## config.mk

```make
export PLATFORM = sky130hd
export DESIGN_NAME = fetch_pc_unit
export DESIGN_NICKNAME = d
export VERILOG_FILES = /design/src/rtl/fetch_pc_unit.sv
export SDC_FILE = /design/constraint.sdc
export NUM_CORES = 1
export LEC_CHECK = 0
export ABC_AREA = 1
export BUFFER_PORTS_ARGS = -buffer_cell sky130_fd_sc_hd__clkbuf_2
export CAP_MARGIN = 20
export CORE_ASPECT_RATIO = 1.5
export CORE_UTILIZATION = 35
export CTS_BUF_LIST = sky130_fd_sc_hd__clkbuf_4
export DETAILED_ROUTE_END_ITERATION = 10
export MAX_ROUTING_LAYER = met4
export PLACE_DENSITY = 0.54
export SETUP_SLACK_MARGIN = 0.02
export SLEW_MARGIN = 20
export SYNTH_ARGS = -nofsm -noshare
export SYNTH_HDL_FRONTEND = slang
export SYNTH_SLANG_ARGS = --single-unit
```

## constraint.sdc

```tcl
create_clock -name clock -period 1.7 [get_ports clock]
set_input_delay 0.255 -clock clock [delete_from_list [all_inputs] [get_ports clock]]
set_output_delay 0.255 -clock clock [all_outputs]
set_load 0.02 [all_outputs]
```

## src/rtl/fetch_pc_unit.sv

```systemverilog
// Fetch-stage PC generator: owns the PC, resolves redirects,
// honours load-use stalls, freezes on halt, counts fetches.
module fetch_pc_unit #(
  parameter int                  PC_WIDTH    = 12,
  parameter logic [PC_WIDTH-1:0] RESET_PC    = '0,
  parameter int                  BOOT_CYCLES = 1
) (
  input  logic                clock,
  input  logic                reset,
  input  logic                hazard,
  input  logic                jump_d,
  input  logic [PC_WIDTH-1:0] jump_target,
  input  logic                branch_taken,
  input  logic [PC_WIDTH-1:0] branch_target,
  input  logic                halt,
  output logic [PC_WIDTH-1:0] address_imem,
  output logic [PC_WIDTH-1:0] next_pc_f,
  output logic                flush_fd,
  output logic                fetch_valid,
  output logic                halted,
  output logic [31:0]         fetch_count
);

  localparam logic [1:0] S_BOOT = 2'd0;
  localparam logic [1:0] S_RUN  = 2'd1;
  localparam logic [1:0] S_HALT = 2'd2;
  localparam logic [1:0] BOOT_INIT = 2'(BOOT_CYCLES);

  logic [1:0]          r_state;
  logic [1:0]          r_boot_cnt;
  logic [PC_WIDTH-1:0] r_pc;
  logic [31:0]         r_fetch_count;

  logic                w_run;
  logic                w_seq;
  logic [PC_WIDTH-1:0] w_pc_inc;
  logic [PC_WIDTH-1:0] w_pc_nxt;

  assign w_run    = (r_state == S_RUN);
  assign w_seq    = w_run & ~halt & ~branch_taken
                  & ~jump_d & ~hazard;
  assign w_pc_inc = r_pc + PC_WIDTH'(1);

  // Older instruction (branch) beats jump; any redirect beats stall.
  always_comb begin
    w_pc_nxt = r_pc;
    if (w_run && !halt) begin
      if (branch_taken)
        w_pc_nxt = branch_target;
      else if (jump_d)
        w_pc_nxt = jump_target;
      else if (!hazard)
        w_pc_nxt = w_pc_inc;
    end
  end

  always_ff @(posedge clock or negedge reset) begin
    if (!reset) begin
      r_state       <= S_BOOT;
      r_boot_cnt    <= BOOT_INIT;
      r_pc          <= RESET_PC;
      r_fetch_count <= '0;
    end else begin
      r_pc <= w_pc_nxt;
      if (w_seq && r_fetch_count != 32'hFFFF_FFFF)
        r_fetch_count <= r_fetch_count + 32'd1;
      case (r_state)
        S_BOOT: begin
          if (r_boot_cnt != 2'd0)
            r_boot_cnt <= r_boot_cnt - 2'd1;
          if (r_boot_cnt <= 2'd1)
            r_state <= S_RUN;
        end
        S_RUN: begin
          if (halt)
            r_state <= S_HALT;
        end
        S_HALT: r_state <= S_HALT;
        default: begin
          r_state    <= S_BOOT;
          r_boot_cnt <= BOOT_INIT;
          r_pc       <= RESET_PC;
        end
      endcase
    end
  end

  assign address_imem = r_pc;
  assign next_pc_f    = w_pc_inc;
  assign fetch_valid  = w_run;
  assign halted       = (r_state == S_HALT);
  assign flush_fd     = w_run ? (halt | branch_taken | jump_d)
                              : 1'b1;
  assign fetch_count  = r_fetch_count;

endmodule

```

==> metrics.txt <==
failing checks=negative setup slack; Root Driver=clkbuf_4; Slew headroom=0.751; final hold violation count=0; chip width=83.5 um; DP HPWL=7680 um; Max Transition Viols Final=0; H-Tree Depth=2; Pwr per Cell Area=938 mW/mm^2; Mapped Area=0.00349 sq mm; Syn Area/Cell=6.74 sq um; LEAKAGE=2.62 nW; dpl ws=0.0295 ns; worst hold endpoint=address_imem[6]; global route overflow=0; final setup fails=10; Inst Count DP=744; hold_sp=branch_target[6]; Hold Path Depth=5; met2 Use GR=0.378; Synth Net Count=556; met3 Resource Use GR=0.0298; Post-Synthesis Cells=518; DRC=0; Via Count=3,709; die area=0.0104 sq mm; routed vias/inst=4.75; Synth warnings=0; Final min period=1.89 ns; Worst-path clk slew=0.14 ns; cells on worst reg2reg path=10; initial core utilization=0.360; commonest cells after routing, fill and taps aside=190 x nand2_1, 78 x clkbuf_2, 51 x nor2_1, 50 x buf_4, 39 x inv_1; fmax=0.530 GHz; number of DRC markers in iteration 0=118; Clock Path Buffers=2; gr busiest metal=met2; status=finished, violations left; hold slack=0.161 ns; total power=4.70 mW; drt pass-1 iters=4; sequential area share after synthesis=0.344; FF-to-FF End=fetch_count[20]; VDD IR max=601 uV; initial antenna violation count=1; final WL=10,300 um; Worst setup EP type=output port; Seq cells post-synth=48; clk_skew=0.0193 ns; reg2reg start=r_state[1]; CTS Buf Count=5; Worst-Skew Late Latency=0.38 ns; Setup WS post-layout=-0.188 ns; CP startpoint kind=flip-flop; Total GRT Usage=0.209; Max FO, Critical Path=3; largest net degree at the start of global routing=49; first-pass GRT wire length=17,000 um; commonest non-fill, non-tap cell in the layout=nand2_1; Routed WL per cell=13.2 um; Hold Path Class=input pin to flip-flop; CTS tree=built; GP Congestion=0.904; Required @ worst endpoint=1.44 ns; synth unique cells=36; final-layout fill cell count=990; vias in the first global route=3,609; CP arrival=1.63 ns; Antenna Nets Post-Route=0; GR met1 Demand/Resource=0.228; worst-margin pin slew=0.372 ns; TritonCTS sink count=48; fraction of layout cells with a size suffix above 1=0.400; period utilisation layout=1.11; Final nets=702; CP Class=flip-flop to output port; Non-Filler Instances=781; Syn-to-layout area delta=43.5%; unrepaired setup endpoints after global routing=yes; max cap viols=0; row count=44; r2r setup slk=0.01 ns; number of port buffers=88; Core Area=0.00969 sq mm; die height=124 um; I/O Pins=89
-- cells in the mapped netlist, drive strengths merged --
master	number	area, sq um
o32ai	1	8.76
dfrtp	47	1180
a22oi	1	7.51
xor2	18	158
ha	8	100
o21ai	18	105
and3	1	6.26
nand3b	5	37.5
a21boi	1	18.8
xnor2	4	35.0
nor2	67	322
o211ai	1	7.51
buf	8	92.6
nand2	240	941
nand4	3	18.8
o22ai	3	18.8
inv	46	173
clkinv	1	3.75
nor3	15	85.1
or2	1	6.26
clkbuf	1	3.75
a21oi	5	25.0
dfstp	1	26.3
nand3	22	115
-- area by class of cell --
type | count | area, sq um | area share
antenna | 1 | 2.50 | 0.000499
multi-input combinational | 414 | 2340 | 0.466
timing repair buffer | 148 | 1070 | 0.213
tap | 115 | 144 | 0.0287
sequential | 48 | 1220 | 0.244
inverter | 47 | 181 | 0.0362
clock buffer | 7 | 52.6 | 0.0105
clock inverter | 1 | 5.00 | 0.000999
-- cells by family (layout without fill, tap and decap cells) --
| group | after synthesis | in the layout | synth area share |
|---|---|---|---|
| simple gates | 354 | 354 | 0.439 |
| xor+xnor | 22 | 22 | 0.0552 |
| flops | 48 | 48 | 0.344 |
| compound gates | 30 | 30 | 0.0548 |
| fa+ha+maj | 8 | 8 | 0.0287 |
| other cells | 0 | 1 | 0 |
| buf+inv | 56 | 203 | 0.0781 |
-- critical path, stage by stage, from the launching register on --
cell and delay (ns):
dfrtp_2 0.46, ha_4 0.18, nand2_4 0.08, buf_6 0.11, nor2_4 0.03, xor2_1 0.18
inv_1 0.07, clkbuf_8 0.15
-- report_power, final --
group	switching [mW]	internal, mW	total, mW	leakage [nW]
Sequential	0.307	1.39	1.70	0.621
Combinational	1.38	1.04	2.42	1.96
Clock	0.380	0.194	0.574	0.0361
Total	2.07	2.63	4.70	2.62
-- metrics by stage --
step | TNS [ns] | instance area (sq um) | util
6_report | -1.24 | 5010 | 0.517
5_1_grt | -3.76 | 5010 | 0.517
4_1_cts | -1.53 | 4650 | 0.480
3_5_place_dp | 0 | 4300 | 0.444
3_3_place_gp | 0 | 4300 | 0.444
2_1_floorplan | 0 | 3520 | -
-- per-layer routing --
metal  share of wire  vias to the layer above
li1                -                     1901
met1            0.39                     1664
met2            0.53                      112
met3           0.043                       32
met4           0.041                        0
met5               0                        -
-- worst max path at each step --
stage	from	endpoint	slack [ns]
detailed placement	r_state[1]	fetch_count[12]	0.03
floorplan	r_state[1]	fetch_count[10]	0.02
CTS	address_imem[1]	next_pc_f[6]	-0.22
finish	address_imem[1]	next_pc_f[4]	-0.19
global route	address_imem[1]	next_pc_f[4]	-0.29
global placement	address_imem[0]	next_pc_f[6]	0.07
-- timing repair --
item	CTS	global route
hold endpoints to repair	47	0
cloned	0	3
resized for setup	42	79
buffers inserted	13	11
endpoints found under the setup margin	21	45
hold buffers	1	0
pin swaps	8	42
-- registers in the layout (all words and copies together), names as in the netlist --
signal	count
fetch_count	32
address_imem	12
r_boot_cnt	2
r_state	2
Note: power is estimated with default switching activity, not from simulation.
